===== config.mk =====
export PLATFORM = sky130hd
export DESIGN_NAME = usbdev_in_pkt_supplier
export DESIGN_NICKNAME = d
export VERILOG_FILES = /design/src/rtl/usbdev_pkg.sv /design/src/rtl/usbdev_in_pkt_supplier.sv
export SDC_FILE = /design/constraint.sdc
export NUM_CORES = 1
export LEC_CHECK = 0
export ABC_AREA = 1
export ABC_CLOCK_PERIOD_IN_PS = 2550
export CELL_PAD_IN_SITES_DETAIL_PLACEMENT = 0
export CELL_PAD_IN_SITES_GLOBAL_PLACEMENT = 2
export CORE_MARGIN = 8
export CORE_UTILIZATION = 18
export DETAILED_ROUTE_END_ITERATION = 6
export PLACE_DENSITY_LB_ADDON = 0.25
export SKIP_CTS_REPAIR_TIMING = 1
export SLEW_MARGIN = 20
export SYNTH_ARGS = -nofsm -noshare
export SYNTH_HDL_FRONTEND = slang
export SYNTH_SLANG_ARGS = --single-unit

===== constraint.sdc =====
create_clock -name clk_48mhz_i -period 2.55 [get_ports clk_48mhz_i]
set_input_delay 0.765 -clock clk_48mhz_i [delete_from_list [all_inputs] [get_ports clk_48mhz_i]]
set_output_delay 0.765 -clock clk_48mhz_i [all_outputs]
set_load 0.005 [all_outputs]

===== src/rtl/usbdev_pkg.sv =====
// Shared types for the USB device IN packet supplier: fetch FSM states and
// SRAM word/byte addressing constants.
package usbdev_pkg;

  typedef enum logic [1:0] {
    FetchIdle = 2'd0,
    FetchReq  = 2'd1,
    FetchWait = 2'd2
  } fetch_state_e;

  localparam int unsigned SramWordBytes = 4;
  localparam int unsigned ByteIdxW      = $clog2(SramWordBytes);

endpackage


===== src/rtl/usbdev_in_pkt_supplier.sv =====
// Supplies IN packet bytes to the full-speed protocol engine: snapshots the
// endpoint config on each IN token and streams 32-bit words out of the packet SRAM.
module usbdev_in_pkt_supplier
  import usbdev_pkg::*;
#(
  parameter  int unsigned NumInEps       = 12,
  parameter  int unsigned MaxPktSizeByte = 64,
  parameter  int unsigned NumBufs        = 32,
  localparam int unsigned PktW           = $clog2(MaxPktSizeByte),
  localparam int unsigned BufW           = $clog2(NumBufs),
  localparam int unsigned SramAw         = BufW + PktW - 2
) (
  input  logic                         clk_48mhz_i,
  input  logic                         rst_i,
  input  logic                         link_reset_i,
  input  logic [NumInEps-1:0]          in_rdy_i,
  input  logic [NumInEps*BufW-1:0]     in_buf_i,
  input  logic [NumInEps*(PktW+1)-1:0] in_size_i,
  input  logic                         in_xact_starting_i,
  input  logic [3:0]                   in_xact_start_ep_i,
  input  logic [3:0]                   in_ep_current_i,
  input  logic [PktW-1:0]              in_ep_get_addr_i,
  input  logic                         in_ep_data_get_i,
  input  logic                         in_ep_rollback_i,
  input  logic                         in_ep_xact_end_i,
  output logic [NumInEps-1:0]          in_ep_has_data_o,
  output logic [NumInEps-1:0]          in_ep_data_done_o,
  output logic [7:0]                   in_ep_data_o,
  output logic                         mem_req_o,
  output logic [SramAw-1:0]            mem_addr_o,
  input  logic                         mem_gnt_i,
  input  logic                         mem_rvalid_i,
  input  logic [31:0]                  mem_rdata_i,
  output logic [NumInEps-1:0]          in_rdy_clr_o,
  output logic [NumInEps-1:0]          in_sent_o
);

  localparam int unsigned WordW = PktW - ByteIdxW;

  fetch_state_e          state_q, state_d;
  logic [BufW-1:0]       buf_q, buf_d;
  logic [PktW:0]         size_q, size_d;
  logic [WordW-1:0]      word_q, word_d;
  logic [31:0]           word_data_q, word_data_d;
  logic                  valid_q, valid_d;
  logic                  discard_q, discard_d;
  logic                  pending_q, pending_d;
  logic                  cfg_vld_q, cfg_vld_d;
  logic [SramAw-1:0]     addr_q, addr_d;
  logic [NumInEps-1:0]   rdy_clr_q, rdy_clr_d;
  logic [NumInEps-1:0]   sent_q, sent_d;

  logic                  start_ep_ok, cur_ep_ok, in_pkt, start_nonzero;
  logic [BufW-1:0]       start_buf;
  logic [PktW:0]         start_size;
  logic [WordW-1:0]      get_word;
  logic [7:0]            sel_byte;
  logic                  unused_data_get;

  assign unused_data_get = in_ep_data_get_i;
  assign start_ep_ok     = 32'(in_xact_start_ep_i) < NumInEps;
  assign cur_ep_ok       = 32'(in_ep_current_i) < NumInEps;
  assign get_word        = in_ep_get_addr_i[PktW-1:ByteIdxW];
  assign in_pkt          = {1'b0, in_ep_get_addr_i} < size_q;
  assign start_nonzero   = start_size != '0;

  always_comb begin
    start_buf  = '0;
    start_size = '0;
    if (start_ep_ok) begin
      start_buf  = in_buf_i[32'(in_xact_start_ep_i)*BufW +: BufW];
      start_size = in_size_i[32'(in_xact_start_ep_i)*(PktW+1) +: (PktW+1)];
    end
  end

  always_comb begin
    case (in_ep_get_addr_i[1:0])
      2'd0:    sel_byte = word_data_q[7:0];
      2'd1:    sel_byte = word_data_q[15:8];
      2'd2:    sel_byte = word_data_q[23:16];
      default: sel_byte = word_data_q[31:24];
    endcase
    in_ep_data_o = valid_q ? sel_byte : 8'h00;
  end

  always_comb begin
    in_ep_data_done_o = '0;
    if (cfg_vld_q && cur_ep_ok && !in_pkt) in_ep_data_done_o[in_ep_current_i] = 1'b1;
  end

  always_comb begin
    state_d     = state_q;
    buf_d       = buf_q;
    size_d      = size_q;
    word_d      = word_q;
    word_data_d = word_data_q;
    valid_d     = valid_q;
    discard_d   = discard_q;
    pending_d   = pending_q;
    cfg_vld_d   = cfg_vld_q;
    addr_d      = addr_q;
    rdy_clr_d   = '0;
    sent_d      = '0;
    if (in_ep_xact_end_i && cur_ep_ok) begin
      rdy_clr_d[in_ep_current_i] = 1'b1;
      sent_d[in_ep_current_i]    = 1'b1;
    end

    case (state_q)
      FetchIdle: begin
        if (valid_q && in_pkt && get_word != word_q) begin
          word_d  = get_word;
          valid_d = 1'b0;
          addr_d  = {buf_q, get_word};
          state_d = FetchReq;
        end
      end
      FetchReq: begin
        if (mem_gnt_i) state_d = FetchWait;
      end
      FetchWait: begin
        if (mem_rvalid_i) begin
          if (discard_q) begin
            discard_d = 1'b0;
          end else begin
            word_data_d = mem_rdata_i;
            valid_d     = 1'b1;
          end
          if (pending_q) begin
            pending_d = 1'b0;
            addr_d    = {buf_q, word_q};
            state_d   = FetchReq;
          end else begin
            state_d = FetchIdle;
          end
        end
      end
      default: state_d = FetchIdle;
    endcase

    if (in_ep_rollback_i) valid_d = 1'b0;

    // A new token never cancels a read the SRAM already owes us: the old
    // response is drained and dropped, then word 0 of the new buffer follows.
    if (in_xact_starting_i) begin
      buf_d     = start_buf;
      size_d    = start_size;
      word_d    = '0;
      valid_d   = 1'b0;
      cfg_vld_d = 1'b1;
      pending_d = 1'b0;
      if (state_q == FetchIdle || (state_q == FetchWait && mem_rvalid_i)) begin
        discard_d = 1'b0;
        addr_d    = {start_buf, {WordW{1'b0}}};
        state_d   = start_nonzero ? FetchReq : FetchIdle;
      end else begin
        discard_d = 1'b1;
        pending_d = start_nonzero;
      end
    end

    // A request granted in the reset cycle still produces a response, so it is drained too.
    if (link_reset_i) begin
      valid_d   = 1'b0;
      cfg_vld_d = 1'b0;
      pending_d = 1'b0;
      rdy_clr_d = '0;
      sent_d    = '0;
      case (state_q)
        FetchReq: begin
          state_d   = mem_gnt_i ? FetchWait : FetchIdle;
          discard_d = mem_gnt_i;
        end
        FetchWait: begin
          state_d   = mem_rvalid_i ? FetchIdle : FetchWait;
          discard_d = !mem_rvalid_i;
        end
        default: begin
          state_d   = FetchIdle;
          discard_d = 1'b0;
        end
      endcase
    end
  end

  always_ff @(posedge clk_48mhz_i or posedge rst_i) begin
    if (rst_i) begin
      state_q   <= FetchIdle;
      valid_q   <= 1'b0;
      discard_q <= 1'b0;
      pending_q <= 1'b0;
      cfg_vld_q <= 1'b0;
      addr_q    <= '0;
      rdy_clr_q <= '0;
      sent_q    <= '0;
    end else begin
      state_q   <= state_d;
      valid_q   <= valid_d;
      discard_q <= discard_d;
      pending_q <= pending_d;
      cfg_vld_q <= cfg_vld_d;
      addr_q    <= addr_d;
      rdy_clr_q <= rdy_clr_d;
      sent_q    <= sent_d;
    end
  end

  always_ff @(posedge clk_48mhz_i) begin
    buf_q       <= buf_d;
    size_q      <= size_d;
    word_q      <= word_d;
    word_data_q <= word_data_d;
  end

  assign in_ep_has_data_o = in_rdy_i;
  assign mem_req_o        = (state_q == FetchReq);
  assign mem_addr_o       = addr_q;
  assign in_rdy_clr_o     = rdy_clr_q;
  assign in_sent_o        = sent_q;

endmodule


==> run_results.csv, run 1 <==
group,metric,value,unit
cells_and_area,fin_util,30.9,%
die,dieArea,0.0354,mm²
clock_tree,clock-root-buffer,"clkbuf_16",
die,placementRows,63,
clock_tree,numClockSinks,75,
clock_tree,cts.clk_slew.worst_paths,0.06,ns
die,ios,277,
routing,first_iter_violations,287,
setup_path,crit_chain,"buf_8 > ha_4 > nand2_4 > nor2_4 > nand2_2 > o211ai_4 > nand2_4 > buf_12 > nor2_4 > buf_2",
routing,vias,5837,
power_and_ir_drop,combPwrFrac,32.0,%
clock_tree,insertion_delay,0.33,ns
clock_tree,cts_tree,"yes",
sta,hold_viol,0,
setup_path,path_delay_family,"simple AND/OR/NAND/NOR gates",
sta,rsz0062_at_grt,"yes",
die,coreArea,0.0294,mm²
sta,period_needed,2.70,ns
synthesis,ys_ff_latch,75,
cells_and_area,nets,1274,
routing,drc,0,
global_route,grt_max_degree,41,
routing,vias_per_cell,4.03,
routing,first_pass_iters,4,
min_path,hold_path_class,"flop to flop",
clock_tree,h-tree-depth,3,
setup_path,required,1.79,ns
synthesis,syn_nets,998,
cells_and_area,synthToLayoutAreaGrowth,70.4,%
die,die_w,188,µm
setup_path,cpMaxStageDelayCell,"ha_4",
sta,period_share,106,%
setup_path,max_stage_delay,0.26,ns
sta,fin_setup_tns,-1.63,ns
synthesis,netlist_instances,778,
power_and_ir_drop,clkPwrFrac,31.6,%
setup_path,crit_arrival,1.93,ns
sta,fmax,0.371,GHz
die,start_util,18.2,%
clock_tree,cts_buffers,9,
global_route,grt_pass1_vias,5988,
cells_and_area,fillerInstances,3224,
cells_and_area,drive_gt1_share,14.6,%
job,drv_cap,0,
sta,slew_headroom,69.0,%
synthesis,avgSynthCellArea,6.86,µm²
power_and_ir_drop,switchingPower,1170,µW
synthesis,yosys_warnings,0,
synthesis,synth_area_leaders,"edfxtp_1 25%, nand2_1 16%, dfrtp_1 13%, nand3_1 8.1%, inv_1 7.2%",
run_status,outcome,"finished, violations left",
global_route,grt-ovfl-total,0,
power_and_ir_drop,powerDensity,441,mW/mm²
power_and_ir_drop,seqPwrFrac,36.3,%
synthesis,ys_seq_area_share,38.9,%
placed_design,dp.final_hpwl,17.6,mm
placed_design,portBuffers,251,
synthesis,synth_top_area_share,24.7,%
global_route,antenna_found_initial,1,
power_and_ir_drop,p_int,2840,µW
synthesis,synth_area,0.00534,mm²
placed_design,finalWeightedCongestion,0.772,
die,die_h,188,µm
global_route,grt_pass1_wl,33.7,mm
synthesis,synth.largest_area_cell,"edfxtp_1",
setup_path,crit_type,"primary input to primary output",
setup_path,crit_fanout,6,
power_and_ir_drop,peakVddDrop,292,µV
setup_path,crit_buf_inv,3,
sta,layout_setup_ws,-0.148,ns
clock_tree,cts_buffer_depth,2,
synthesis,ys_types,34,
sta,clock_skew,0.00622,ns
routing,finalWirelength,21.8,mm
sta,slew_violations,0,
power_and_ir_drop,swShare,29.3,%
run_status,violations,"setup timing",
setup_path,cp-start-kind,"primary input",
setup_path,endpoint_kind,"primary output",
routing,ant_nets,0,
sta,worst_slew_pin_slew,0.465,ns
global_route,grt_usage,11.9,%
power_and_ir_drop,p_leak,0.00418,µW
sta,setup_viol,12,
routing,wire_per_inst,15.1,µm
==> state kept, by name (all words and copies together) (netlist names) <==
signal	flops
in_sent_o	12
state_q	2
buf_q	5
valid_q	1
cfg_vld_q	1
size_q	7
discard_q	1
word_q	4
word_data_q	32
pending_q	1
mem_addr_o	9
==> area by class of cell <==
type                       instances  area (µm²)  share of cell area, %
tap                              390         488                   5.36
clock inverter                     6        66.3                  0.729
sequential                        75        2080                   22.8
timing repair buffer             325        3140                   34.6
clock buffer                      10         229                   2.52
inverter                         107         402                   4.42
multi-input combinational        536        2690                   29.6
antenna                            1        2.50                 0.0275
==> kinds of logic after synthesis <==
kind of cell	Yosys count	synth area share (%)
buf+inv	167	14.9
xor+xnor	4	0.656
compound gates	103	11.2
flops	75	38.9
fa+ha+maj	9	2.11
simple gates	420	32.2
==> power groups by stage <==
| stage | Combinational (µW) | Sequential (µW) | Clock (µW) |
|---|---|---|---|
| 2_1_floorplan | 537 | 1470 | 0 |
| 3_3_place_gp | 1230 | 1480 | 0 |
| 3_5_place_dp | 1230 | 1480 | 0 |
| 4_1_cts | 1230 | 1460 | 1320 |
| 5_1_grt | 1430 | 1470 | 1370 |
| 6_report | 1280 | 1460 | 1270 |
==> tightest hold or removal path: cells and delay by family, from the launching register on <==
| family | cells | cell delay [ns] |
|---|---|---|
| flops | 1 | 0.34 |
| simple gates | 2 | 0.11 |
==> cell usage in the layout, fill, tap and decap left out, types with 9 or more instances in the layout <==
master             n
clkdlybuf4s50_1  222
clkbuf_16          9
a21oi_1           12
nor2_4            13
nand3_1           85
buf_4             62
edfxtp_1          44
nor2_1            70
o211ai_1          18
o21ai_0           41
o21ai_1           12
o22ai_1            9
buf_2              9
inv_1            102
dfrtp_1           27
nand2_1          229
==> metrics by stage <==
step                setup slack, ns  cells  hold slack, ns  total power (µW)  area, µm²
floorplan                    0.0161    778           0.449              2010       5340
global placement              -1.00   1424           0.466              2710       8520
detailed placement            -1.03   1424           0.467              2710       8520
CTS                           -1.05   1440           0.483              4010       8820
global route                 -0.211   1449           0.500              4270       9090
finish                       -0.148   1450           0.479              4010       9100
==> path summary, 6_finish.rpt <==
path                       cells past startpoint  slack [ns]                 from                   end
max                                           10       -0.15  in_ep_get_addr_i[5]  in_ep_data_done_o[8]
min                                            2        0.48            pending_q             pending_q
max reg2reg                                    7        0.46           state_q[1]         mem_addr_o[7]
min reg2reg                                    2        0.48            pending_q             pending_q
max in group asynchronous                      3        1.45                rst_i               valid_q
min in group asynchronous                      3        0.81                rst_i          in_sent_o[2]
==> synth_stat cells (all sizes together) <==
cell type	count
nand4	1
a21oi	14
nand3b	2
a31oi	2
nor2	90
o31ai	1
nand3	86
xnor2	4
a211oi	4
nor3	1
o211ai	19
clkinv	1
edfxtp	44
nand2	235
inv	106
o21ai	54
buf	51
ha	9
or2	5
clkbuf	9
o22ai	9
dfxtp	4
dfrtp	27
==> per-layer routing <==
layer / GRT usage [%] / part of all wire (%) / vias to the layer above
met2: 17.9 / 42 / 210
met4: 2.33 / 0.81 / 2
met1: 16.1 / 49 / 2587
met3: 4.36 / 8.0 / 15
met5: 0 / 0.046 / -
li1: - / - / 3023
Power figures use the tool's default switching activity.
==> inputs of run 2 (changes only) <==
--- a/config.mk
+++ b/config.mk
@@ -9,12 +9,14 @@
 export ABC_CLOCK_PERIOD_IN_PS = 2550
 export CELL_PAD_IN_SITES_DETAIL_PLACEMENT = 0
 export CELL_PAD_IN_SITES_GLOBAL_PLACEMENT = 2
+export CORE_ASPECT_RATIO = 0.5
 export CORE_MARGIN = 8
 export CORE_UTILIZATION = 18
 export DETAILED_ROUTE_END_ITERATION = 6
+export HOLD_SLACK_MARGIN = 0.05
 export PLACE_DENSITY_LB_ADDON = 0.25
 export SKIP_CTS_REPAIR_TIMING = 1
-export SLEW_MARGIN = 20
+export SLEW_MARGIN = 25
 export SYNTH_ARGS = -nofsm -noshare
 export SYNTH_HDL_FRONTEND = slang
 export SYNTH_SLANG_ARGS = --single-unit
==> run 2 against run 1 <==
  * The flow still finishes with violations (setup timing)
  * Sequential share of layout area grew 0.22 points
  * Critical path depth shrank 2
  * Cell count shrank 0.62%
  * Fmax shrank 2.5%
  * Wire length grew 4.4%
  * First-iteration DRC count shrank 6.3%
  * Clock power grew 8%
  * Sequential power is essentially flat
  * Largest cell class unchanged
  * Highest routed layer is now met4
==> run_results.csv, run 2 (synthesis results as in run 1) <==
group,metric,value,unit
clock_tree,insertion_delay,0.34,ns
setup_path,crit_type,"primary input to primary output",
min_path,hold_path_class,"flop to flop",
cells_and_area,drive_gt1_share,13.9,%
die,coreArea,0.0291,mm²
sta,worst_slew_pin_slew,0.544,ns
placed_design,portBuffers,251,
global_route,grt_usage,12.3,%
sta,slew_violations,0,
sta,layout_setup_ws,-0.216,ns
die,die_w,260,µm
sta,period_share,108,%
clock_tree,cts_buffer_depth,2,
cells_and_area,nets,1265,
die,ios,277,
min_path,hold_depth,2,
setup_path,worstRegToRegCells,7,
cells_and_area,largest_reg_flops,32,
clock_tree,cts_buffers,9,
power_and_ir_drop,peakVddDrop,257,µV
cells_and_area,final_cell_mix,"229 x nand2_1, 224 x clkdlybuf4s50_1, 102 x inv_1",
job,drv_cap,0,
placed_design,finalWeightedCongestion,0.797,
cells_and_area,final_common_cell,"nand2_1",
setup_path,required,1.79,ns
routing,first_pass_iters,4,
clock_tree,cts.clk_slew.worst_paths,0.06,ns
clock_tree,clock-root-buffer,"clkbuf_16",
cells_and_area,fin_area,0.00901,mm²
sta,rsz0062_at_grt,"yes",
sta,setup_viol,12,
power_and_ir_drop,p_total,4080,µW
clock_tree,numClockSinks,75,
cells_and_area,antenna-diode-count,0,
placed_design,dp.final_hpwl,18.3,mm
global_route,grt-ovfl-total,0,
die,dieArea,0.0358,mm²
run_status,violations,"setup timing",
setup_path,r2r_slack,0.41,ns
cells_and_area,synthToLayoutAreaGrowth,68.8,%
setup_path,r2r_start,"state_q[0]",
routing,vias_per_cell,4.04,
routing,finalWirelength,22.8,mm
power_and_ir_drop,p_leak,0.00411,µW
cells_and_area,top_register,"word_data_q",
routing,first_iter_violations,269,
routing,wire_per_inst,15.8,µm
setup_path,crit_chain,"buf_4 > ha_4 > a21oi_1 > o211ai_2 > nand2_2 > clkbuf_16 > nor2_4 > buf_2",
routing,drc,0,
setup_path,cp-start-kind,"primary input",
run_status,outcome,"finished, violations left",
routing,vias,5826,
min_path,hold_path_end,"word_q[3]",
global_route,grt_max_degree,33,
routing,ant_nets,0,
clock_tree,h-tree-depth,3,
setup_path,max_stage_delay,0.26,ns
setup_path,rr_endpoint,"mem_addr_o[7]",
cells_and_area,fillerInstances,3163,
min_path,min_from,"word_q[3]",
cells_and_area,final-instance-count-excl-fill,1441,
sta,fmax,0.362,GHz
global_route,grt_pass1_wl,34.2,mm
setup_path,crit_fanout,6,
setup_path,cpMaxStageDelayCell,"ha_4",
sta,slew_headroom,63.6,%
setup_path,endpoint_kind,"primary output",
die,die_h,138,µm
setup_path,crit_arrival,2.00,ns
die,start_util,18.4,%
power_and_ir_drop,powerDensity,453,mW/mm²
sta,clock_skew,0.00648,ns
die,placementRows,44,
sta,hold_viol,0,
global_route,antenna_found_initial,0,
sta,period_needed,2.77,ns
placed_design,dp_cells,1417,
placed_design,placed_area,0.00845,mm²
global_route,grt_pass1_vias,6174,
clock_tree,cts_tree,"yes",
==> run 2: power by group <==
group / internal [µW] / switching, µW / total [µW]
registers: 1390 / 73.6 / 1460
clock network: 859 / 516 / 1370
logic: 666 / 582 / 1250
==> run 2: worst max-delay path: cells and delay by family <==
kind | cells | cell delay (ns)
AOI/OAI and AO/OA | 2 | 0.28
adders and majority gates | 1 | 0.26
and+or+nand+nor | 2 | 0.24
buffers and inverters | 3 | 0.44
==> run 2: how the worst max path moves through the flow <==
stage	cells past startpoint	startpoint	end
after floorplan	8	in_ep_get_addr_i[2]	in_ep_data_done_o[10]
after global placement	8	in_ep_get_addr_i[4]	in_ep_data_done_o[1]
after detailed placement	8	in_ep_get_addr_i[4]	in_ep_data_done_o[11]
after CTS	8	in_ep_get_addr_i[4]	in_ep_data_done_o[11]
after global routing	10	in_ep_get_addr_i[2]	in_ep_data_done_o[9]
final	8	in_ep_get_addr_i[4]	in_ep_data_done_o[9]
==> run 2: stage by stage <==
| stage | worst slack [ns] | utilization (%) | setup TNS [ns] | hold WS (ns) |
|---|---|---|---|---|
| global route | -0.322 | 31.0 | -3.31 | 0.516 |
| CTS | -1.14 | 30.2 | -19.39 | 0.483 |
| floorplan | 0.0161 | - | 0 | 0.449 |
| global placement | -1.05 | 29.1 | -21.68 | 0.467 |
| finish | -0.216 | 31.0 | -2.09 | 0.492 |
| detailed placement | -1.14 | 29.1 | -22.53 | 0.466 |
==> run 2: cell type report <==
type,instances,area (µm²),area share (%)
Timing Repair Buffer,316,3060,33.9
Multi-Input combinational cell,536,2670,29.6
Sequential cell,75,2080,23.1
Tap cell,391,489,5.43
Inverter,107,402,4.46
Clock buffer,10,229,2.54
Clock inverter,6,88.8,0.986
==> run 2: per-layer routing <==
layer,track usage (%),part of all wire (%)
met1,13.9,41
met2,24.2,55
met3,2.27,3.5
met4,1.95,0.70
met5,0,0
==> inputs of run 3 (changes only) <==
--- a/config.mk
+++ b/config.mk
@@ -7,6 +7,7 @@
 export LEC_CHECK = 0
 export ABC_AREA = 1
 export ABC_CLOCK_PERIOD_IN_PS = 2550
+export CAP_MARGIN = 20
 export CELL_PAD_IN_SITES_DETAIL_PLACEMENT = 0
 export CELL_PAD_IN_SITES_GLOBAL_PLACEMENT = 2
 export CORE_ASPECT_RATIO = 0.5
==> results of run 3 <==
The final DEF is identical to that of run 2; final timing and power are the same.
